--- config.mk ---
export PLATFORM = sky130hd
export DESIGN_NAME = instruction_fetch_unit
export DESIGN_NICKNAME = d
export VERILOG_FILES = /design/src/rtl/limb_pkg.sv /design/src/rtl/fetch_queue.sv /design/src/rtl/instruction_fetch_unit.sv
export SDC_FILE = /design/constraint.sdc
export NUM_CORES = 1
export LEC_CHECK = 0
export BUFFER_PORTS_ARGS = -buffer_cell sky130_fd_sc_hd__clkbuf_2
export CAP_MARGIN = 20
export CORE_ASPECT_RATIO = 1.25
export CORE_MARGIN = 2
export CORE_UTILIZATION = 60
export CTS_CLUSTER_SIZE = 40
export DETAILED_ROUTE_END_ITERATION = 6
export GPL_TIMING_DRIVEN = 1
export PLACE_DENSITY = 0.81
export SYNTH_ARGS = -nofsm -noshare
export SYNTH_HDL_FRONTEND = slang
export SYNTH_SLANG_ARGS = --single-unit
--- constraint.sdc ---
create_clock -name clk -period 6.2 [get_ports clk]
set_input_delay 0.31 -clock clk [delete_from_list [all_inputs] [get_ports clk]]
set_output_delay 0.31 -clock clk [all_outputs]
set_load 0.1 [all_outputs]
--- src/rtl/limb_pkg.sv ---
// Types and constants shared by the fetch front end and its tests.
package limb_pkg;

    localparam int WORD_W = 32;
    localparam int FETCH_ADDR_W = 32;

    // Condition field "always", used as the top nibble of test instruction words.
    localparam logic [3:0] COND_AL = 4'b1110;

    typedef struct packed {
        logic [WORD_W-1:0]       instr;
        logic [FETCH_ADDR_W-1:0] pc;
    } fetch_entry_t;

endpackage

--- src/rtl/fetch_queue.sv ---
// Prefetch FIFO of fetched {instr, pc} entries; a flush empties it and beats a same-cycle push.
module fetch_queue
    import limb_pkg::*;
#(
    parameter int DEPTH = 4
) (
    input  logic                   clk,
    input  logic                   rst_n,
    input  logic                   push,
    input  logic                   pop,
    input  logic                   flush,
    input  fetch_entry_t           wr_entry,
    output fetch_entry_t           head,
    output logic [$clog2(DEPTH):0] count
);

    localparam int PTR_W = $clog2(DEPTH);
    localparam int CNT_W = PTR_W + 1;

    fetch_entry_t     slots [DEPTH];
    logic [PTR_W-1:0] wr_ptr;
    logic [PTR_W-1:0] rd_ptr;
    logic             do_push;
    logic             do_pop;

    assign do_push = push && !flush;
    assign do_pop  = pop && (count != '0);
    assign head    = slots[rd_ptr];

    // NOTE: the storage array has no reset; count decides validity, so stale slots are never consumed.
    always_ff @(posedge clk) begin
        if (do_push) begin
            slots[wr_ptr] <= wr_entry;
        end
    end

    // Pointers wrap naturally because DEPTH is a power of two.
    always_ff @(posedge clk or negedge rst_n) begin
        if (!rst_n) begin
            wr_ptr <= '0;
            rd_ptr <= '0;
            count  <= '0;
        end else if (flush) begin
            wr_ptr <= '0;
            rd_ptr <= '0;
            count  <= '0;
        end else begin
            if (do_push) begin
                wr_ptr <= wr_ptr + 1'b1;
            end
            if (do_pop) begin
                rd_ptr <= rd_ptr + 1'b1;
            end
            count <= count + CNT_W'(do_push) - CNT_W'(do_pop);
        end
    end

    push_into_full: assert property (@(posedge clk) disable iff (!rst_n)
        do_push |-> (count < CNT_W'(DEPTH)));

endmodule

--- src/rtl/instruction_fetch_unit.sv ---
// Fetch stage: issues word addresses to a 1-cycle synchronous RAM, tags returning words with their
// PC and buffers them in a prefetch queue presented to decode over valid/ready.
module instruction_fetch_unit
    import limb_pkg::*;
#(
    parameter int                DEPTH    = 4,
    parameter int                ADDR_W   = 32,
    parameter logic [ADDR_W-1:0] RESET_PC = '0
) (
    input  logic              clk,
    input  logic              rst_n,
    output logic [ADDR_W-1:0] mem_a,
    output logic              mem_rw,
    input  logic [31:0]       mem_dout,
    input  logic              branch_valid,
    input  logic [ADDR_W-1:0] branch_target,
    output logic              instr_valid,
    output logic [31:0]       instr,
    output logic [ADDR_W-1:0] instr_pc,
    input  logic              instr_ready
);

    localparam int CNT_W = $clog2(DEPTH) + 1;

    logic [ADDR_W-1:0] pc;
    logic              s1_valid;
    logic [ADDR_W-1:0] s1_pc;
    logic              s2_valid;
    logic [ADDR_W-1:0] s2_pc;
    logic [CNT_W-1:0]  count;
    logic [CNT_W:0]    inflight;
    logic              issue;
    logic              pop;
    fetch_entry_t      push_entry;
    fetch_entry_t      head;

    assign mem_rw = 1'b0;

    // Credit counts every word already owed a slot; a same-cycle pop is deliberately not credited.
    assign inflight = {1'b0, count} + (CNT_W + 1)'(s1_valid) + (CNT_W + 1)'(s2_valid);
    assign issue    = inflight < (CNT_W + 1)'(DEPTH);

    assign pop        = instr_valid && instr_ready;
    assign push_entry = '{instr: mem_dout, pc: s2_pc};

    always_ff @(posedge clk or negedge rst_n) begin
        if (!rst_n) begin
            pc       <= RESET_PC;
            mem_a    <= RESET_PC;
            s1_valid <= 1'b0;
            s1_pc    <= '0;
            s2_valid <= 1'b0;
            s2_pc    <= '0;
        end else begin
            s2_pc <= s1_pc;
            if (branch_valid) begin
                // The target is issued on the redirect edge; the word already at the RAM is killed.
                pc       <= branch_target + 1'b1;
                mem_a    <= branch_target;
                s1_valid <= 1'b1;
                s1_pc    <= branch_target;
                s2_valid <= 1'b0;
            end else begin
                s2_valid <= s1_valid;
                s1_valid <= issue;
                if (issue) begin
                    pc    <= pc + 1'b1;
                    mem_a <= pc;
                    s1_pc <= pc;
                end
            end
        end
    end

    fetch_queue #(
        .DEPTH(DEPTH)
    ) u_queue (
        .clk     (clk),
        .rst_n   (rst_n),
        .push    (s2_valid),
        .pop     (pop),
        .flush   (branch_valid),
        .wr_entry(push_entry),
        .head    (head),
        .count   (count)
    );

    assign instr_valid = (count != '0);
    assign instr       = instr_valid ? head.instr : '0;
    assign instr_pc    = instr_valid ? head.pc : '0;

endmodule
==> results.json, run 1 <==
{
  "outcome": "complete, no violations",
  "io_buffers": 164,
  "antenna_found_initial": 0,
  "htree_levels": 2,
  "die_area_um2": 26800,
  "num_rows": 65,
  "cts_buffers": 34,
  "synth_top_area_share_pct": 50.3,
  "ioPinCount": 166,
  "ys_seq_elements": 361,
  "drive_gt1_share_pct": 29.3,
  "area_growth_pct": 14.2,
  "totalWireLength_um": 31100,
  "clock-sinks": 361,
  "start_util_pct": 60.8,
  "root_buffer": "clkbuf_16",
  "hp-start": "mem_dout[24]",
  "grt_max_degree": 81,
  "finalSetupViolations": 0,
  "relSlewSlack_pct": 32.9,
  "synth_edf_count": 256,
  "reg2reg_to": "u_queue.count[2]$_DFF_PN0_",
  "die_w_um": 147,
  "whs_endpoint": "u_queue.slots[2][56]$_DFFE_PP_",
  "synth_area_leaders": "edfxtp_1, dfrtp_1, mux4_2",
  "cp.required_ps": 5890,
  "dieHeight_um": 182,
  "via_per_inst": 5.91,
  "maxCapViolCount": 0,
  "yosysSeqAreaShare_pct": 67.5,
  "yosysWarnings": 0,
  "grt_overflow": 0,
  "fin_nets": 1186,
  "grt_use_total_pct": 23.7,
  "rsz0062_at_grt": "no",
  "hold_viol": 0,
  "cts_buffer_depth": 3,
  "drcViolationCount": 0,
  "ant_nets": 0,
  "start_kind": "flip-flop",
  "drv_slew": 0,
  "clkLatencyLatePin_ps": 500,
  "netlist_instances": 952,
  "crit_fanout": 45,
  "holdPathStages": 1,
  "synth_nets": 1030,
  "dp_hpwl_um": 18700,
  "vias": 8667,
  "post_drt_wl_per_cell_um": 21.2,
  "fmax_ghz": 0.282,
  "antenna_cells": 0,
  "arrival_ps": 3240,
  "worstSetupEndpointType": "primary output",
  "synthTopCellsByCount": "edfxtp_1, dfrtp_1, and2_1",
  "timing.rr.start": "u_queue.count[1]$_DFF_PN0_",
  "drtIter0Drc": 588,
  "tightest_slew_ps": 1010,
  "avgSynthCellArea_um2": 16.0,
  "synth.most_common_cell": "edfxtp_1",
  "syn_area_um2": 15300,
  "rr_worst_depth": 10,
  "fin_worst_skew_ps": 9.24,
  "core_area_um2": 25100,
  "period_needed_ps": 3550,
  "period_share_pct": 57.2,
  "clkSlewWorstSetupHoldPaths_ps": 70,
  "setup_tns_ps": 0,
  "drtPass1Iterations": 5,
  "grt_pass1_wl_um": 48900,
  "grt_pass1_vias": 8792,
  "place_congestion": 0.863,
  "synth_top_flop_cell": "edfxtp_1",
  "hold_class": "in -> reg",
  "cts_setup_buffers": 0,
  "cts_tree": "yes",
  "worstSetupPathType": "reg -> out",
  "yosys.area.top_type": "edfxtp_1",
  "async_flop_share_pct": 29.1,
  "synth_cell_type_count": 72,
  "reg2reg_slack_ps": 3360
}
worst max-delay path by stage:
stage / from / endpoint / slack (ps) / depth (start not counted)
finish: u_queue.rd_ptr[0]$_DFFE_PN0P_ / instr_pc[16] / 2650 / 4
global route: u_queue.rd_ptr[0]$_DFFE_PN0P_ / instr_pc[16] / 2390 / 4
CTS: u_queue.rd_ptr[0]$_DFFE_PN0P_ / instr_pc[16] / 2550 / 4
detailed placement: branch_valid / pc[27]$_DFFE_PN0P_ / 2910 / 8
global placement: branch_valid / pc[27]$_DFFE_PN0P_ / 2960 / 8
floorplan: branch_valid / u_queue.slots[0][0]$_DFFE_PP_ / 3010 / 7
stage by stage:
stage          std cells  cell area, um2  util [%]  hold WS [ps]  setup WS [ps]
4_1_cts             1467           17400      69.4          1.52           2550
2_1_floorplan        952           15300         -          14.4           3010
5_1_grt             1467           17400      69.4          11.8           2390
3_5_place_dp        1406           16300      64.9           345           2910
3_3_place_gp        1406           16300      64.9           337           2960
6_report            1467           17400      69.4          22.5           2650
cell usage in the layout, fill, tap and decap left out, types with 12 or more instances in the layout:
master	n
a21oi_1	34
and2_1	66
clkbuf_16	35
clkbuf_2	162
dfrtp_1	103
edfxtp_1	256
mux2i_1	31
mux4_2	64
nand2_1	53
nand3_1	21
nand3b_1	12
nor2_1	43
nor3_1	13
o21ai_0	32
xnor2_1	19
xor2_1	12
registers in the layout, indices dropped and copies added, names as in the netlist, 2 cells and up:
name,cells
pc,32
s1_pc,32
s2_pc,32
u_queue.count,3
u_queue.rd_ptr,2
u_queue.slots,256
u_queue.wr_ptr,2
logic make-up after synthesis:
kind of cell,after synthesis,synth area share [%]
adders and majority gates,10,0.868
muxes,102,12.0
and+or+nand+nor,269,10.5
AOI/OAI and AO/OA,119,5.37
DFF,361,67.5
buffers and inverters,59,1.95
other,1,0.0246
xor gates and xnor gates,31,1.78
worst max-delay path, cell delays in order (launching register included):
cell,delay (ps)
dfrtp_4,1000
buf_4,540
mux4_2,580
and2_1,190
clkbuf_2,370
routing by layer:
metal  track usage, %  routed length (um)
met1             32.4               12800
met2             40.2               16100
met3             3.62                1590
met4             7.03                 702
met5                0                   0
timing repair:
action / CTS / global route
hold endpoints to repair: 39 / 0
setup endpoints to repair: 0 / 0
hold buffers: 1 / 0
gates resized for setup: 0 / 0
cell type report:
type,instances,area [um2]
Tap cell,335,419
Multi-Input combinational cell,532,4680
Clock inverter,14,179
Inverter,8,30.0
Sequential cell,361,10300
Timing Repair Buffer,171,881
Clock buffer,46,937
Fill cell,1658,7690
Power of run 1 is left out: the tool's default activity adds up to more than one toggle a clock period on the data nets, which glitch-free logic cannot reach.
==> run 2: changes to the inputs <==
CORE_UTILIZATION = 53   (was 60)
PLACE_DENSITY = 0.76   (was 0.81)
clock period = 3.2 ns   (was 6.2 ns; I/O delays follow)
==> run 2 against run 1 <==
Compared with the run above:
- hold slack worse by 12 ps
- critical endpoint is now instr_pc[29]
- count of clock-buffer cells in the layout rose by 6
- via count grew 0.82%
- sequential share of layout area decreased by 2.2 points
- wire length about the same
- non-clock buffer count is 54 higher
- design area rose by 4.0%
- final cell count increased by 5.2%
- first-iteration DRC count shrank 10%
- register-to-register slack got worse by 2600 ps
- flip-flop and latch count unchanged
- die area grew 13%
==> results.json, run 2 (synthesized netlist as in run 1, its figures left out) <==
{
  "outcome": "complete, no violations",
  "drtIter0Drc": 527,
  "final_area_um2": 18100,
  "whs_ps": 10.3,
  "maxCapViolCount": 0,
  "relSlewSlack_pct": 49.4,
  "final_cell_mix": "edfxtp_1, clkbuf_2, dfrtp_1",
  "p_clk_share_pct": 22.4,
  "internal_power_mw": 10.1,
  "via_per_inst": 5.66,
  "p_per_area_nw_per_um2": 1030,
  "cpPeakStageDelay_ps": 670,
  "arrival_ps": 2670,
  "crit_buf_inv": 2,
  "comb_power_share_pct": 42.2,
  "seqPwrFrac_pct": 35.4,
  "clock-sinks": 361,
  "num_rows": 69,
  "rr_worst_depth": 6,
  "largest-register": "u_queue.slots",
  "power.total_mw": 18.6,
  "worstSetupPathType": "reg -> out",
  "path_delay_family": "buffers and inverters",
  "clkLatencyLatePin_ps": 510,
  "root_buffer": "clkbuf_16",
  "p_sw_share_pct": 46.0,
  "start_kind": "flip-flop",
  "drive_gt1_share_pct": 29.2,
  "fmax_ghz": 0.354,
  "crit_cells": 4,
  "antenna_cells": 0,
  "dp_hpwl_um": 19900,
  "place_ws_ps": 584,
  "setup_tns_ps": 0,
  "final_cells": 1544,
  "crit_chain": "buf_4 -> mux4_2 -> and2_1 -> clkbuf_2",
  "area_growth_pct": 18.7,
  "clkSlewWorstSetupHoldPaths_ps": 60,
  "antenna_found_initial": 0,
  "cts_tree": "yes",
  "cellLeakagePower_nw": 6.76,
  "crit_fanout": 19,
  "post_drt_wl_per_cell_um": 20.2,
  "htree_levels": 2,
  "grt_max_degree": 76,
  "ant_nets": 0,
  "core_area_um2": 28400,
  "grt_use_total_pct": 21.1,
  "final_common_cell": "edfxtp_1",
  "fin_worst_skew_ps": 13.0,
  "hold_viol": 0,
  "n_fill_cell": 2046,
  "reg2reg_slack_ps": 750,
  "reg2reg_to": "pc[27]$_DFFE_PN0P_",
  "place_area_um2": 16600,
  "rsz0062_at_grt": "no",
  "period_share_pct": 88.3,
  "vias": 8738,
  "largest_reg_flops": 256,
  "cp_slowest_cell": "dfrtp_4",
  "grt_overflow": 0,
  "period_needed_ps": 2830,
  "die_w_um": 156,
  "peakVddDrop_v": 0.000778,
  "critPathCapture": "instr_pc[29]",
  "drv_slew": 0,
  "grt_pass1_vias": 8985,
  "worstSetupEndpointType": "primary output",
  "io_buffers": 164,
  "cts_buffers": 35,
  "hp-start": "branch_target[27]",
  "cp.required_ps": 3040,
  "place_congestion": 0.857,
  "drtPass1Iterations": 5,
  "dp_cells": 1442,
  "hold_class": "in -> reg",
  "drcViolationCount": 0,
  "final_util_pct": 63.8,
  "tightest_slew_ps": 760,
  "setup_ws_ps": 375,
  "totalWireLength_um": 31200,
  "grt_pass1_wl_um": 49600,
  "start_util_pct": 53.8,
  "finalSetupViolations": 0,
  "timing.rr.start": "pc[2]$_DFFE_PN0P_",
  "ioPinCount": 166,
  "cts_buffer_depth": 3,
  "die_area_um2": 30200,
  "startpoint": "u_queue.rd_ptr[0]$_DFFE_PN0P_",
  "fin_nets": 1241,
  "power.switching_mw": 8.58,
  "ctsResizeCount": 0,
  "dieHeight_um": 194
}
-- run 2: worst reg2reg max path, stage by stage, from the launching register on --
cell and delay [ps]:
dfrtp_1 470, nand4b_1 240, a22oi_4 340, nand4_4 290, nor3_1 340, mux2_2 360
a211o_1 290
-- run 2: worst min-delay path by stage --
stage | cells past startpoint | end | slack (ps)
global placement | 1 | s1_pc[23]$_DFFE_PN0P_ | 290
global route | 3 | s1_pc[6]$_DFFE_PN0P_ | 20
finish | 3 | s1_pc[27]$_DFFE_PN0P_ | 10
CTS | 3 | s1_pc[6]$_DFFE_PN0P_ | 3
floorplan | 0 | pc[0]$_DFFE_PN0P_ | -140
detailed placement | 1 | pc[25]$_DFFE_PN0P_ | 290
-- run 2: layer usage --
| layer | wire length [um] | track usage (%) |
|---|---|---|
| met2 | 15800 | 35.5 |
| met1 | 12800 | 28.3 |
| met5 | 0 | 0 |
| met3 | 1430 | 2.84 |
| met4 | 1130 | 7.58 |
-- run 2: layout make-up --
type,count,area (um2),share of cell area (%)
Clock inverter,11,190,1.05
Multi-Input combinational cell,532,4680,25.8
Inverter,8,30.0,0.166
Clock buffer,52,990,5.46
Sequential cell,361,10300,56.9
Tap cell,355,444,2.45
Timing Repair Buffer,225,1480,8.17
-- run 2: repair_timing --
| action | 4_1_cts | 5_1_grt |
|---|---|---|
| setup buffers | 0 | 0 |
| hold endpoints to repair | 188 | 0 |
| hold buffers | 39 | 0 |
-- run 2: power groups by stage --
stage               sequential (mW)  combinational [mW]  clock [mW]
floorplan                      7.63                5.41           0
global placement               6.65                7.85           0
detailed placement             6.71                7.89           0
CTS                            6.62                7.94        4.26
global route                   6.71                8.23        4.44
finish                         6.60                7.87        4.17
(Power assumes the default switching activity.)
